**config.mk**
```make
export PLATFORM = sky130hd
export DESIGN_NAME = mips_mc_control_flat
export DESIGN_NICKNAME = d
export VERILOG_FILES = /design/src/rtl/mips_pkg.sv /design/src/rtl/mips_mc_control_if.sv /design/src/rtl/mips_alu_decode.sv /design/src/rtl/mips_mc_control.sv /design/src/flat_wrapper.sv
export SDC_FILE = /design/constraint.sdc
export NUM_CORES = 1
export LEC_CHECK = 0
export ABC_CLOCK_PERIOD_IN_PS = 1350
export BUFFER_PORTS_ARGS = -buffer_cell sky130_fd_sc_hd__buf_2
export CAP_MARGIN = 20
export CORE_UTILIZATION = 35
export CTS_CLUSTER_SIZE = 14
export DETAILED_ROUTE_END_ITERATION = 6
export GPL_TIMING_DRIVEN = 0
export PLACE_DENSITY = 0.65
export SLEW_MARGIN = 20
export SYNTH_ARGS = -nofsm -noshare
export SYNTH_HDL_FRONTEND = slang
export SYNTH_SLANG_ARGS = --single-unit
```
**constraint.sdc**
```tcl
create_clock -name clk -period 1.35 [get_ports clk]
set_clock_uncertainty 0.15 [all_clocks]
set_input_delay 0.135 -clock clk [delete_from_list [all_inputs] [get_ports clk]]
set_output_delay 0.135 -clock clk [all_outputs]
set_load 0.02 [all_outputs]
```
**src/rtl/mips_pkg.sv**
```systemverilog
// Shared definitions for the multicycle MIPS control unit: opcode/funct
// constants, ALU and mux select encodings, and the controller state enum.
package mips_pkg;

    // Opcodes (IR[31:26])
    localparam logic [5:0] OpRType = 6'h00;
    localparam logic [5:0] OpLw    = 6'h23;
    localparam logic [5:0] OpSw    = 6'h2B;
    localparam logic [5:0] OpBeq   = 6'h04;
    localparam logic [5:0] OpJ     = 6'h02;
    localparam logic [5:0] OpAddi  = 6'h08;

    // R-type funct codes (IR[5:0])
    localparam logic [5:0] FnAdd = 6'h20;
    localparam logic [5:0] FnSub = 6'h22;
    localparam logic [5:0] FnAnd = 6'h24;
    localparam logic [5:0] FnOr  = 6'h25;

    // ALU OP port encoding
    localparam logic [1:0] AluAdd = 2'b00;
    localparam logic [1:0] AluAnd = 2'b01;
    localparam logic [1:0] AluOr  = 2'b10;
    localparam logic [1:0] AluSub = 2'b11;

    // ALU B-input mux
    localparam logic [1:0] SrcBRegB  = 2'b00;
    localparam logic [1:0] SrcBFour  = 2'b01;
    localparam logic [1:0] SrcBImm   = 2'b10;
    localparam logic [1:0] SrcBImmSh = 2'b11;

    // PC source mux
    localparam logic [1:0] PcAluRes = 2'b00;
    localparam logic [1:0] PcAluOut = 2'b01;
    localparam logic [1:0] PcJump   = 2'b10;

    typedef enum logic [3:0] {
        StFetch    = 4'd0,
        StDecode   = 4'd1,
        StMemAddr  = 4'd2,
        StMemRead  = 4'd3,
        StMemWb    = 4'd4,
        StMemWrite = 4'd5,
        StRExec    = 4'd6,
        StRWb      = 4'd7,
        StBranch   = 4'd8,
        StJump     = 4'd9,
        StAddiExec = 4'd10,
        StAddiWb   = 4'd11,
        StHalt     = 4'd12
    } state_e;

endpackage

```
**src/rtl/mips_mc_control_if.sv**
```systemverilog
// Control-unit bus: instruction fields and status in, datapath controls out.
//   master : drives opcode/funct/zero/mem_ready, observes controls
//   slave  : the control unit itself
interface mips_mc_control_if;
    logic [5:0] opcode;
    logic [5:0] funct;
    logic       zero;
    logic       mem_ready;

    logic [1:0] alu_op;
    logic       alu_src_a;
    logic [1:0] alu_src_b;
    logic [1:0] pc_source;
    logic       pc_en;
    logic       ir_write;
    logic       mem_read;
    logic       mem_write;
    logic       iord;
    logic       reg_write;
    logic       reg_dst;
    logic       mem_to_reg;
    logic       halted;
    logic [3:0] state_dbg;

    modport master (
        output opcode, funct, zero, mem_ready,
        input  alu_op, alu_src_a, alu_src_b, pc_source, pc_en, ir_write, mem_read,
               mem_write, iord, reg_write, reg_dst, mem_to_reg, halted, state_dbg
    );

    modport slave (
        input  opcode, funct, zero, mem_ready,
        output alu_op, alu_src_a, alu_src_b, pc_source, pc_en, ir_write, mem_read,
               mem_write, iord, reg_write, reg_dst, mem_to_reg, halted, state_dbg
    );
endinterface

```
**src/rtl/mips_alu_decode.sv**
```systemverilog
// R-type funct to ALU operation decoder (combinational).
//   funct   : IR[5:0]
//   alu_op  : ALU OP port encoding (add for unknown funct)
//   illegal : funct is not one of add/sub/and/or
module mips_alu_decode
    import mips_pkg::*;
(
    input  logic [5:0] funct,
    output logic [1:0] alu_op,
    output logic       illegal
);

    always_comb begin
        alu_op  = AluAdd;
        illegal = 1'b0;
        unique case (funct)
            FnAdd:   alu_op = AluAdd;
            FnSub:   alu_op = AluSub;
            FnAnd:   alu_op = AluAnd;
            FnOr:    alu_op = AluOr;
            default: illegal = 1'b1;
        endcase
    end

endmodule

```
**src/rtl/mips_mc_control.sv**
```systemverilog
// Multicycle MIPS controller (Moore FSM) for lw/sw/R-type/beq/j/addi.
//   clk   : rising-edge clock
//   rst_n : synchronous active-low reset, returns to FETCH
//   bus   : slave side of mips_mc_control_if (instruction fields, zero,
//           mem_ready in; datapath controls, halted, state_dbg out)
// HALT_ON_ILLEGAL: 1 parks in HALT on an unknown opcode/funct, 0 skips it.
module mips_mc_control
    import mips_pkg::*;
#(
    parameter bit HALT_ON_ILLEGAL = 1'b1
) (
    input logic              clk,
    input logic              rst_n,
    mips_mc_control_if.slave bus
);

    localparam state_e IllegalSt = HALT_ON_ILLEGAL ? StHalt : StFetch;

    state_e     state_q, state_d;
    logic [1:0] fn_alu_op;
    logic       fn_illegal;

    mips_alu_decode u_alu_decode (
        .funct   (bus.funct),
        .alu_op  (fn_alu_op),
        .illegal (fn_illegal)
    );

    // Illegal funct is caught in DECODE so a bad R-type never reaches R_EXEC.
    always_comb begin
        state_d = state_q;
        unique case (state_q)
            StFetch:    if (bus.mem_ready) state_d = StDecode;
            StDecode: begin
                unique case (bus.opcode)
                    OpRType:     state_d = fn_illegal ? IllegalSt : StRExec;
                    OpLw, OpSw:  state_d = StMemAddr;
                    OpBeq:       state_d = StBranch;
                    OpJ:         state_d = StJump;
                    OpAddi:      state_d = StAddiExec;
                    default:     state_d = IllegalSt;
                endcase
            end
            StMemAddr:  state_d = (bus.opcode == OpSw) ? StMemWrite : StMemRead;
            StMemRead:  if (bus.mem_ready) state_d = StMemWb;
            StMemWrite: if (bus.mem_ready) state_d = StFetch;
            StRExec:    state_d = StRWb;
            StAddiExec: state_d = StAddiWb;
            StHalt:     state_d = StHalt;
            default:    state_d = StFetch;
        endcase
    end

    always_ff @(posedge clk) begin
        if (!rst_n) state_q <= StFetch;
        else        state_q <= state_d;
    end

    // Outputs follow state_q; pc_en (FETCH/BRANCH) and alu_op (R_EXEC) also
    // look at live inputs.
    always_comb begin
        bus.alu_op     = AluAdd;
        bus.alu_src_a  = 1'b0;
        bus.alu_src_b  = SrcBRegB;
        bus.pc_source  = PcAluRes;
        bus.pc_en      = 1'b0;
        bus.ir_write   = 1'b0;
        bus.mem_read   = 1'b0;
        bus.mem_write  = 1'b0;
        bus.iord       = 1'b0;
        bus.reg_write  = 1'b0;
        bus.reg_dst    = 1'b0;
        bus.mem_to_reg = 1'b0;
        bus.halted     = 1'b0;
        unique case (state_q)
            StFetch: begin
                bus.mem_read  = 1'b1;
                bus.alu_src_b = SrcBFour;
                bus.ir_write  = bus.mem_ready;
                bus.pc_en     = bus.mem_ready;
            end
            StDecode:   bus.alu_src_b = SrcBImmSh;
            StMemAddr, StAddiExec: begin
                bus.alu_src_a = 1'b1;
                bus.alu_src_b = SrcBImm;
            end
            StMemRead: begin
                bus.mem_read = 1'b1;
                bus.iord     = 1'b1;
            end
            StMemWb: begin
                bus.reg_write  = 1'b1;
                bus.mem_to_reg = 1'b1;
            end
            StMemWrite: begin
                bus.mem_write = 1'b1;
                bus.iord      = 1'b1;
            end
            StRExec: begin
                bus.alu_src_a = 1'b1;
                bus.alu_op    = fn_alu_op;
            end
            StRWb: begin
                bus.reg_write = 1'b1;
                bus.reg_dst   = 1'b1;
            end
            StBranch: begin
                bus.alu_src_a = 1'b1;
                bus.alu_op    = AluSub;
                bus.pc_source = PcAluOut;
                bus.pc_en     = bus.zero;
            end
            StJump: begin
                bus.pc_source = PcJump;
                bus.pc_en     = 1'b1;
            end
            StAddiWb:   bus.reg_write = 1'b1;
            StHalt:     bus.halted = 1'b1;
            default: ;
        endcase
        // Reset masks every enable immediately, even mid-access.
        if (!rst_n) begin
            bus.pc_en     = 1'b0;
            bus.ir_write  = 1'b0;
            bus.mem_read  = 1'b0;
            bus.mem_write = 1'b0;
            bus.reg_write = 1'b0;
            bus.halted    = 1'b0;
        end
    end

    assign bus.state_dbg = state_q;

endmodule
```
**src/flat_wrapper.sv**
```systemverilog
// flat-port wrapper written by rule: the top's interface ports become plain ports
module mips_mc_control_flat import mips_pkg::*;
#(
    parameter bit HALT_ON_ILLEGAL = 1'b1
)
  (clk, rst_n, bus_opcode, bus_funct, bus_zero, bus_mem_ready, bus_alu_op, bus_alu_src_a, bus_alu_src_b, bus_pc_source, bus_pc_en, bus_ir_write, bus_mem_read, bus_mem_write, bus_iord, bus_reg_write, bus_reg_dst, bus_mem_to_reg, bus_halted, bus_state_dbg);
  mips_mc_control_if bus_i ();
  input logic clk;
  input logic rst_n;
  input wire logic [$bits(bus_i.opcode)-1:0] bus_opcode;
  input wire logic [$bits(bus_i.funct)-1:0] bus_funct;
  input wire logic [$bits(bus_i.zero)-1:0] bus_zero;
  input wire logic [$bits(bus_i.mem_ready)-1:0] bus_mem_ready;
  output wire logic [$bits(bus_i.alu_op)-1:0] bus_alu_op;
  output wire logic [$bits(bus_i.alu_src_a)-1:0] bus_alu_src_a;
  output wire logic [$bits(bus_i.alu_src_b)-1:0] bus_alu_src_b;
  output wire logic [$bits(bus_i.pc_source)-1:0] bus_pc_source;
  output wire logic [$bits(bus_i.pc_en)-1:0] bus_pc_en;
  output wire logic [$bits(bus_i.ir_write)-1:0] bus_ir_write;
  output wire logic [$bits(bus_i.mem_read)-1:0] bus_mem_read;
  output wire logic [$bits(bus_i.mem_write)-1:0] bus_mem_write;
  output wire logic [$bits(bus_i.iord)-1:0] bus_iord;
  output wire logic [$bits(bus_i.reg_write)-1:0] bus_reg_write;
  output wire logic [$bits(bus_i.reg_dst)-1:0] bus_reg_dst;
  output wire logic [$bits(bus_i.mem_to_reg)-1:0] bus_mem_to_reg;
  output wire logic [$bits(bus_i.halted)-1:0] bus_halted;
  output wire logic [$bits(bus_i.state_dbg)-1:0] bus_state_dbg;
  assign bus_i.opcode = bus_opcode;
  assign bus_i.funct = bus_funct;
  assign bus_i.zero = bus_zero;
  assign bus_i.mem_ready = bus_mem_ready;
  assign bus_alu_op = bus_i.alu_op;
  assign bus_alu_src_a = bus_i.alu_src_a;
  assign bus_alu_src_b = bus_i.alu_src_b;
  assign bus_pc_source = bus_i.pc_source;
  assign bus_pc_en = bus_i.pc_en;
  assign bus_ir_write = bus_i.ir_write;
  assign bus_mem_read = bus_i.mem_read;
  assign bus_mem_write = bus_i.mem_write;
  assign bus_iord = bus_i.iord;
  assign bus_reg_write = bus_i.reg_write;
  assign bus_reg_dst = bus_i.reg_dst;
  assign bus_mem_to_reg = bus_i.mem_to_reg;
  assign bus_halted = bus_i.halted;
  assign bus_state_dbg = bus_i.state_dbg;
  mips_mc_control #(.HALT_ON_ILLEGAL(HALT_ON_ILLEGAL)) u_core (.clk(clk), .rst_n(rst_n), .bus(bus_i));
endmodule
```
Word-level counts from Yosys, hierarchy flattened
Cells that the tools add are included.
Storage, ports and cells
  register bits: 4
  latch bits: 0
  RAM bits: 0
  bits in read-only memories: 0
  word-level logic and storage cells: 62
  memories: 0
Operators by class
  add/subtract/negate cells: 0
  multiply operators: 0
  divide/modulo/power cells: 0
  magnitude comparators: 0
  eq/ne operators: 24
  shift-type cells: 0
  multiplexer cells: 27
  bitwise gates (word level): 0
  reduce and logical (&&, ||, !) cells: 10
Operators by type and width (number)
  $eq 6x6->1 const B: 6
  $pmux 4 s8: 1
  $eq 4x4->1 const B: 5
  $pmux 4 s5: 1
  $eq 4x3->1 const B: 4
  $mux 4: 4
  $mux 1: 15
  $pmux 2 s3: 2
  $eq 4x2->1 const B: 2
  $pmux 2 s2: 2
  $reduce_or 2->1: 4
  $reduce_or 4->1: 2
  $eq 6x2->1 const B: 1
  $eq 6x3->1 const B: 1
  $eq 6x4->1 const B: 1
  $logic_not 6->1: 1
  $ne 2x2->1 const B: 3
  $eq 4x1->1 const B: 1
  $logic_not 4->1: 1
  $mux 3: 1
  $pmux 1 s3: 1
  $reduce_and 3->1: 1
  $reduce_or 3->1: 1

Logic depth before layout (Yosys ltp)
Gate-level depths: netlist of run 1.
  word-level depth: 5
  depth in mapped cells: 6
  mapped depth without buffers: 5

Hierarchy
Synthesis of run 1 repeated with hierarchy kept, for this count alone.
Unflattened totals
  cell total of the unflattened synthesis: 101
  area, all modules: 671.9 um^2
By module, submodules not included
  mips_mc_control: instances 1, cells an instance 93, area each 610.6 um^2, seq. area each 80.1 um^2
  mips_alu_decode: instances 1, cells an instance 8, area each 61.3 um^2, seq. area each 0.0 um^2

Worst setup path after synthesis of run 1
No wires, ideal clock.
  path type: reg-to-output
  start: reg u_core.state_q[2], in the netlist u_core.bus.state_dbg[2]
  end: out bus_pc_en
  arrival time: 1.785 ns
  data required time: 1.065 ns
  path slack: -0.720 ns
  stages on the path, launching flop included: 5
  buffers on the path: 1
  cells stage by stage: dfxtp_1 clkbuf_1 nor3_1 and3_1 o21bai_1
Between the ends
  word-level cells in the longest chain between the ends: 3
  elaborated cells between the ends (all ways): 5
  classes of those cells: 2 x eq/ne; 2 x mux; 1 x reduce/logical
RTL lines
  from (decl): RTL line mips_mc_control.sv:19  | state_e state_q, state_d;
  from (signal assigned): RTL line mips_mc_control.sv:55  | if (!rst_n) state_q <= StFetch;
  from (signal assigned): RTL line mips_mc_control.sv:56  | else state_q <= state_d;
  $eq 4x4->1 or $logic_not 4->1 (tied branches): RTL line mips_mc_control.sv:75  | unique case (state_q)
  $pmux 1 s3 *: RTL line mips_mc_control.sv:75
  $mux 1 *: RTL line mips_mc_control.sv:122  | if (!rst_n) begin
  to (decl): RTL line flat_wrapper.sv:18  | output wire logic [$bits(bus_i.pc_en)-1:0] bus_pc_en;
Mark *: on every way between the ends. The rest lies on a longest branch, timed or not.

Final worst setup path of run 1
  start: reg u_core.state_q[2], in the netlist u_core.bus.state_dbg[2]
  end: out bus_alu_op[0]
Between the ends
  word-level cells in the longest chain between the ends: 2
  elaborated cells between the ends (all ways): 3
  classes of those cells: 2 x eq/ne; 1 x mux
RTL lines
  $eq 4x4->1 or $eq 4x3->1 (tied branches): RTL line mips_mc_control.sv:75
  $pmux 2 s2 *: RTL line mips_mc_control.sv:75
  to (decl): RTL line flat_wrapper.sv:14  | output wire logic [$bits(bus_i.alu_op)-1:0] bus_alu_op;
Marked as above.

==> flow_summary.toml, run 1 <==
[clock_tree]
htree_levels = 1
cts_sinks = 4
cts-buffers-inserted = 3
clock_latency_ns = 0.23
cts_tree = "yes"
root_buffer = "clkbuf_4"
ctsHoldBuffers = 0
clockBufferDepth = 2
clk_pin_slew_worst_paths_ns = 0.04

[synthesis]
syn_avg_cell_area_um2 = 6.37
syn_inst = 97
seq_area_frac_synth_pct = 13.0
synth_cell_types = 34
synth_edf_count = 0
synthesis.area_um2 = 618
synthArstFlopShare_pct = 0
ys.flop_type = "dfxtp_1"
ys_ff_latch = 4
synth_nets = 113
synth_warnings = 0

[critical_path]
r2r_cells = 7
rrSetupSlack_ns = -0.28
arrival_ns = 1.44
slowest_stage = "dfxtp_4"
critPathCaptureType = "output port"
cp_top_family = "simple AND/OR/NAND/NOR gates"
crit_path_max_incr_delay_ns = 0.38
worstReg2RegEnd = "u_core.bus.state_dbg[0]"
crit_required_ns = 1.07
criticalPathCategory = "reg2out"
path_cells = "buf_8, nand2_2, nor3_2, nand2_1, a21oi_4, buf_6"
worstPathMaxFanout = 5
worst-path-buf-inv = 2
regToRegStartpoint = "u_core.bus.state_dbg[1]"
crit_path_start_kind = "register"

[sta]
period_share_pct = 128
max_slew_margin_pct = 78.5
worst_slack_ns = -0.374
finalSetupViolCount = 20
worst_hold_slack_ns = 0.0770
fmax_mhz = 580
fin_crit_ns = 1.72
finalMaxSlewViolations = 0
finalSetupTns_ns = -4.99
rsz0062_at_grt = "true"
report.final.hold_viol_count = 0
worst_pin_slew_ns = 0.322

[worst_hold_path]
hold_path_end = "u_core.bus.state_dbg[0]"
hold_depth = 2
hold_class = "in2reg"
hp-start = "rst_n"

[routing]
drt_iter0_markers = 59
routed_via_density = 6.20
routedWlPerCell_um = 20.2
ant_nets = 0
drt_wl_total_mm = 3.56
vias = 1091
firstDrtPassIters = 6
drc_errors = 3

[power]
p_leak_nw = 0.616
ir_drop_v = 0.000805
powerDensity_nw_per_um2 = 775

[global_route]
antenna_found_initial = 0
grt_max_degree = 11
gr-usage-all-layers_pct = 29.0
grt_pass1_wl_mm = 4.17
grt.overflow.total = 0
grt_pass1_vias = 907

[status]
outcome = "complete, but fails checks"
violations = "DRC, setup timing"

[finish]
area_growth_pct = 135
n_antenna_cell = 0
fin_nets = 177
final_area_um2 = 1460
final_util_pct = 92.3
nFillCells = 60
final_layout_size_suffix_gt1_share_pct = 72.5
largest_register_ffs = 4

[placement]
dp_hpwl_mm = 1.58
postPlaceCellArea_um2 = 991
place_ws_ns = -0.249
port_buffers = 35
place.gp.congestion = 0.866

[floorplanning]
die_w_um = 44.0
ios = 36
core_area_um2 = 1580
rows = 14
die_y_um = 44.0
die_area_um2 = 1940
start_util_pct = 39.2

[run]
maxCapViolCount = 0
-- power breakdown --
| part | leakage [nW] | switching [mW] | internal [mW] |
|---|---|---|---|
| logic | 0.566 | 0.433 | 0.385 |
| clock network | 0.0150 | 0.0456 | 0.111 |
| registers | 0.0356 | 0.0208 | 0.132 |
-- worst max path at each step --
stage	start	to	cells past startpoint	slack [ns]
after floorplan	u_core.bus.state_dbg[2]	bus_alu_op[0]	3	-0.13
after global placement	bus_opcode[1]	u_core.bus.state_dbg[2]	6	-0.25
after detailed placement	bus_opcode[1]	u_core.bus.state_dbg[2]	6	-0.25
after CTS	u_core.bus.state_dbg[1]	bus_alu_op[0]	4	-0.37
after global routing	u_core.bus.state_dbg[2]	bus_alu_op[0]	6	-0.42
final	u_core.bus.state_dbg[2]	bus_alu_op[0]	6	-0.37
-- through the flow --
step,power (mW),std cells
after floorplan,0.528,97
after global placement,0.661,148
after detailed placement,0.669,148
after CTS,0.989,168
after global routing,1.18,176
final,1.13,176
-- layout by cell type (no fill, tap or decap), types with 3 or more instances in the layout --
cell type  netlist  layout
nor2_2           0       6
nand2_2          0       3
o21ai_0          9       3
nor2_1          16       6
buf_4            0      22
dfxtp_4          0       4
xor2_1           4       3
nor2_4           0       4
clkbuf_4         0       3
buf_2            4      19
buf_8            0       5
buf_6            0      18
nand2_1          7       4
nor3_2           0       3
o21ai_2          1       3
o21ai_1          0       4
-- cells in the mapped netlist, types with 3 or more instances --
master / number / share of area [%]
xor2_1: 4 / 5.7
nor2_1: 16 / 9.7
nand2_1: 7 / 4.3
buf_2: 4 / 3.2
nand2b_1: 3 / 3.0
nor2b_1: 3 / 3.0
nor3_1: 7 / 5.7
o22ai_1: 3 / 3.0
a21oi_1: 5 / 4.0
dfxtp_1: 4 / 13
o21ai_0: 9 / 7.3
nand3_1: 3 / 2.4
-- routing by layer --
layer  vias up  GRT usage, %  share of wire, %
met5         -             0                 0
met4         0          12.7               2.4
met3        14          4.90               7.4
met2        85          51.8                51
met1       510          33.7                40
li1        482             -                 -
-- cells by family (layout without fill, tap and decap cells) --
group	after synthesis	count (layout)	synth area share (%)
compound gates	29	29	30.4
xor+xnor	6	6	8.50
buf+inv	8	71	5.67
flops	4	4	13.0
simple gates	50	50	42.5
-- what timing repair did --
item,in CTS,in global routing
pin swaps,14,20
endpoints found under the setup margin,20,20
setup buffers,17,8
gates resized for setup,48,25
-- worst reg2reg max path: stages, from the launching register on --
cell and delay (ns):
dfxtp_4 0.33, buf_4 0.16, nand2b_4 0.16, buf_4 0.16
o22ai_2 0.13, a21oi_1 0.08, o22ai_1 0.23, o211a_1 0.18
-- area by class of cell --
| class | instances | area (µm²) | area share, % |
|---|---|---|---|
| well taps | 16 | 20.0 | 1.38 |
| inverters | 2 | 7.51 | 0.516 |
| plain buffers | 5 | 75.1 | 5.16 |
| multi-input cells | 85 | 748 | 51.4 |
| flip-flops and latches | 4 | 95.1 | 6.53 |
| clock buffers | 4 | 26.3 | 1.81 |
| repair buffers | 60 | 483 | 33.2 |
Power figures use the tool's default switching activity.
==> run 2: changes to the inputs <==
Settings changed: REMOVE_ABC_BUFFERS from default to 1.
==> run 2 against run 1 <==
Effect of this change:
- the flow still finishes with violations (DRC, setup timing)
- power fell by 18%
- largest cell class unchanged
- clock-buffer cell count is 1 lower
- setup slack better by 0.078 ns
- routed wire length down 32%
- critical path type unchanged
==> flow_summary.toml, run 2 (synthesized netlist as in run 1, its figures left out) <==
[power]
swShare_pct = 44.3
p_int_mw = 0.517
comb_power_share_pct = 65.6
seqPwrFrac_pct = 18.9
p_leak_nw = 0.507
p_total_mw = 0.928
powerDensity_nw_per_um2 = 804
clockPowerShare_pct = 15.5
ir_drop_v = 0.000686
p_switching_mw = 0.411

[critical_path]
path_cells = "buf_6, nor2_4, nand2_1, nor3_1, buf_2"
criticalPathCategory = "reg2out"
worst-path-buf-inv = 2
arrival_ns = 1.36
crit_required_ns = 1.07
r2r_cells = 3
path_depth = 5
cp_top_family = "flip-flops"
worstPathMaxFanout = 7
crit_path_max_incr_delay_ns = 0.38
slowest_stage = "dfxtp_4"
critPathCaptureType = "output port"
crit_path_start_kind = "register"

[clock_tree]
clockBufferDepth = 2
ctsHoldBuffers = 0
clock_latency_ns = 0.23
htree_levels = 1
cts_sinks = 4
cts_tree = "yes"
cts-buffers-inserted = 3
root_buffer = "clkbuf_4"
clk_pin_slew_worst_paths_ns = 0.04

[status]
outcome = "complete, but fails checks"
violations = "DRC, setup timing"

[run]
maxCapViolCount = 0

[placement]
place.gp.congestion = 0.847
place_inst = 142
place_ws_ns = -0.467
dp_hpwl_mm = 1.29
port_buffers = 35

[sta]
finalMaxSlewViolations = 0
max_slew_margin_pct = 79.9
worst_pin_slew_ns = 0.301
finalSetupViolCount = 16
report.final.hold_viol_count = 0
period_share_pct = 122
finalSetupTns_ns = -2.42
rsz0062_at_grt = "true"
fin_crit_ns = 1.65
fmax_mhz = 608
worst_slack_ns = -0.295

[finish]
n_antenna_cell = 0
finalNonFillerCells = 160
final_layout_size_suffix_gt1_share_pct = 58.3
area_growth_pct = 86.8
final_util_pct = 73.3
fin_nets = 162
largest_register_ffs = 4
final_common_cell = "buf_4"
most-common-layout-cells = "21 x buf_4, 20 x buf_2, 13 x nor2_1"

[worst_hold_path]
hold_class = "in2reg"
hold_depth = 2

[floorplanning]
core_area_um2 = 1580
die_w_um = 44.0
start_util_pct = 39.2
ios = 36
die_y_um = 44.0
rows = 14
die_area_um2 = 1940

[routing]
routed_via_density = 5.93
firstDrtPassIters = 6
drt_iter0_markers = 19
ant_nets = 0
drt_wl_total_mm = 2.42
drc_errors = 5
routedWlPerCell_um = 15.1
vias = 948

[global_route]
grt_max_degree = 11
grt.overflow.total = 0
grt_pass1_vias = 854
gr-usage-all-layers_pct = 24.5
grt_pass1_wl_mm = 3.65
antenna_found_initial = 0
## run 2: cell types whose count changed in the layout (fill, tap and decap cells not counted), sizes merged
| cell | delta |
|---|---|
| buf | -15 |
| clkbuf | -1 |
## run 2: path summary, 6_finish.rpt
kind,start,to,slack (ns)
setup / recovery,u_core.bus.state_dbg[2],bus_mem_read,-0.30
hold / removal,rst_n,u_core.bus.state_dbg[0],0.07
setup reg to reg,u_core.bus.state_dbg[1],u_core.bus.state_dbg[2],-0.08
hold reg to reg,u_core.bus.state_dbg[3],u_core.bus.state_dbg[3],0.59
## run 2: worst register-to-register path, cell delays in order, from the launching register on
cell      delay [ns]
dfxtp_4         0.37
nand2b_2        0.27
or4_1           0.48
o21ai_2         0.09
## run 2: power groups by stage
| stage | registers [mW] | logic [mW] | clock network (mW) |
|---|---|---|---|
| global placement | 0.189 | 0.337 | 0 |
| detailed placement | 0.190 | 0.344 | 0 |
| CTS | 0.164 | 0.493 | 0.152 |
| floorplan | 0.190 | 0.219 | 0 |
| finish | 0.175 | 0.609 | 0.144 |
| global route | 0.177 | 0.651 | 0.159 |
## run 2: through the flow
stage	hold WS, ns	cell area, µm²
3_3_place_gp	0.316	786
6_report	0.0746	1150
5_1_grt	0.0810	1150
3_5_place_dp	0.323	786
2_1_floorplan	0.129	591
4_1_cts	0.0641	1030
## run 2: timing repair
item / in CTS / in global routing
endpoints found under the setup margin: 24 / 21
resized for setup: 44 / 27
pin swaps: 5 / 10
endpoints found under the hold margin: 0 / 0
buffers inserted: 13 / 2
## run 2: metal layers
metal	GRT usage [%]	vias up	part of all wire (%)
li1	-	453	-
met5	0	-	0
met3	2.86	4	3.9
met4	9.09	0	2.2
met2	42.1	37	52
met1	31.2	454	42
## run 2: final cells by class
type / instances / area [µm²]
clock buffer: 3 / 22.5
fill: 119 / 422
inverter: 2 / 10.0
multi-input combinational: 85 / 644
sequential: 4 / 95.1
tap: 16 / 20.0
timing repair buffer: 50 / 363
==> run 3: changes to the inputs <==
Settings changed: ABC_CLOCK_PERIOD_IN_PS 1350 to 1400, TNS_END_PERCENT from default to 1.
Clock period 1.35 ns to 1.4 ns, I/O delays scaled along.
==> run 3 against run 2 <==
Effect of this change:
- the run still ends with DRC, setup timing left
- die area did not move
- power down 21%
- first-iteration DRC count increased by 37%
- combinational power down 30%
- sequential power is essentially flat
- setup slack better by 0.082 ns
- critical path depth is 2 lower
- cell count fell by 3.8%
- core utilization is 10 points lower
- global-route usage down 1.9 points
- clock-buffer cell count did not move
- via count decreased by 6.5%
==> flow_summary.toml, run 3 (synthesized netlist as in run 1, its figures left out) <==
[status]
outcome = "complete, but fails checks"
violations = "DRC, setup timing"

[floorplanning]
die_y_um = 44.0
ios = 36
start_util_pct = 39.2
core_area_um2 = 1580
rows = 14
die_area_um2 = 1940
die_w_um = 44.0

[critical_path]
rrSetupSlack_ns = -0.04
arrival_ns = 1.32
worstReg2RegEnd = "u_core.bus.state_dbg[2]"
crit_required_ns = 1.11
critPathCaptureType = "output port"
r2r_cells = 3
worstPathMaxFanout = 8
crit_path_start_kind = "register"
startpoint = "u_core.bus.state_dbg[1]"
regToRegStartpoint = "u_core.bus.state_dbg[0]"
criticalPathCategory = "reg2out"

[worst_hold_path]
hold_depth = 2
hold_class = "in2reg"
hp-start = "rst_n"
hold_path_end = "u_core.bus.state_dbg[0]"

[sta]
rsz0062_at_grt = "true"
worst_pin_slew_ns = 0.317
finalMaxSlewViolations = 0
max_slew_margin_pct = 78.8
fin_crit_ns = 1.61
report.final.hold_viol_count = 0
finalSetupViolCount = 17
period_share_pct = 115
worst_slack_ns = -0.213
fmax_mhz = 620

[routing]
drt_iter0_markers = 26
drt_wl_total_mm = 1.96
firstDrtPassIters = 6
routed_via_density = 5.75
ant_nets = 0
vias = 886
drc_errors = 5
routedWlPerCell_um = 12.7

[global_route]
antenna_found_initial = 0
grt_max_degree = 22
grt_pass1_wl_mm = 3.37
grt_pass1_vias = 806
gr-usage-all-layers_pct = 22.5
grt.overflow.total = 0

[power]
p_leak_nw = 0.457
powerDensity_nw_per_um2 = 739
swShare_pct = 44.7
p_int_mw = 0.407
seqPwrFrac_pct = 23.7
p_switching_mw = 0.329
comb_power_share_pct = 57.7
ir_drop_v = 0.000631
clockPowerShare_pct = 18.6
p_total_mw = 0.735

[finish]
final_util_pct = 63.1
final_layout_size_suffix_gt1_share_pct = 50.0
final_area_um2 = 995
finalNonFillerCells = 154
most-common-layout-cells = "28 x buf_2, 16 x buf_4, 15 x nor2_1"
seq_area_um2 = 95.1
area_growth_pct = 60.9
final_common_cell = "buf_2"
n_antenna_cell = 0
nFillCells = 137
multi_input_area_um2 = 589
fin_nets = 156
largest_register_ffs = 4

[placement]
place.gp.congestion = 0.847
postPlaceCellArea_um2 = 786
port_buffers = 35
place_ws_ns = -0.417
dp_hpwl_mm = 1.29
place_inst = 142

[clock_tree]
cts_sinks = 4
clk_pin_slew_worst_paths_ns = 0.04
root_buffer = "clkbuf_4"
cts_tree = "yes"
clockBufferDepth = 2
cts-buffers-inserted = 3
htree_levels = 1
clock_latency_ns = 0.23

[run]
maxCapViolCount = 0
==> run 3: cell types whose count changed in the layout (fill, tap and decap cells not counted), sizes merged <==
cell / previous run / this run
buf: 50 / 44
==> run 3: worst max-delay path by stage <==
stage                              end  depth (start not counted)  slack, ns
2_1_floorplan            bus_reg_write                          4      -0.72
3_3_place_gp   u_core.bus.state_dbg[2]                          3      -0.42
3_5_place_dp   u_core.bus.state_dbg[2]                          3      -0.42
4_1_cts                  bus_alu_op[1]                          3      -0.21
5_1_grt                  bus_alu_op[0]                          3      -0.26
6_report                 bus_alu_op[0]                          3      -0.21
==> run 3: through the flow <==
stage	hold slack (ns)	TNS, ns
after floorplan	0.134	-6.58
after global placement	0.321	-4.96
after detailed placement	0.328	-5.27
after CTS	0.0691	-2.00
after global routing	0.0827	-3.09
final	0.0805	-1.72
==> run 3: final cells by class <==
| class | instances | area share [%] |
|---|---|---|
| inverters | 2 | 0.755 |
| repair buffers | 44 | 26.2 |
| well taps | 16 | 2.01 |
| multi-input cells | 85 | 59.2 |
| flip-flops and latches | 4 | 9.56 |
| clock buffers | 3 | 2.26 |
==> run 3: critical path, stage by stage, from the launching register on <==
cell	delay, ns
dfxtp_4	0.37
or3b_4	0.43
a21oi_1	0.14
buf_4	0.16
==> run 3: power groups by stage <==
| stage | clock (mW) | sequential (mW) | combinational (mW) |
|---|---|---|---|
| final | 0.137 | 0.174 | 0.424 |
| after floorplan | 0 | 0.183 | 0.211 |
| after global placement | 0 | 0.183 | 0.325 |
| after detailed placement | 0 | 0.183 | 0.331 |
| after global routing | 0.153 | 0.179 | 0.466 |
| after CTS | 0.146 | 0.168 | 0.396 |
==> run 3: routing by layer <==
layer  wire length, µm  GRT usage (%)  up-vias  share of wire [%]
met5                 0              0        -                  0
met4                15           9.09        0               0.76
met3                79           1.22        2                4.0
met2               953           37.9       25                 49
met1               915           29.9      417                 47
li1                  -              -      442                  -
==> run 3: timing repair <==
action / in CTS / in global routing
resized for setup: 23 / 13
buffers inserted: 9 / 0
pin swaps: 3 / 2
hold buffers: 0 / 0
endpoints found under the setup margin: 24 / 20
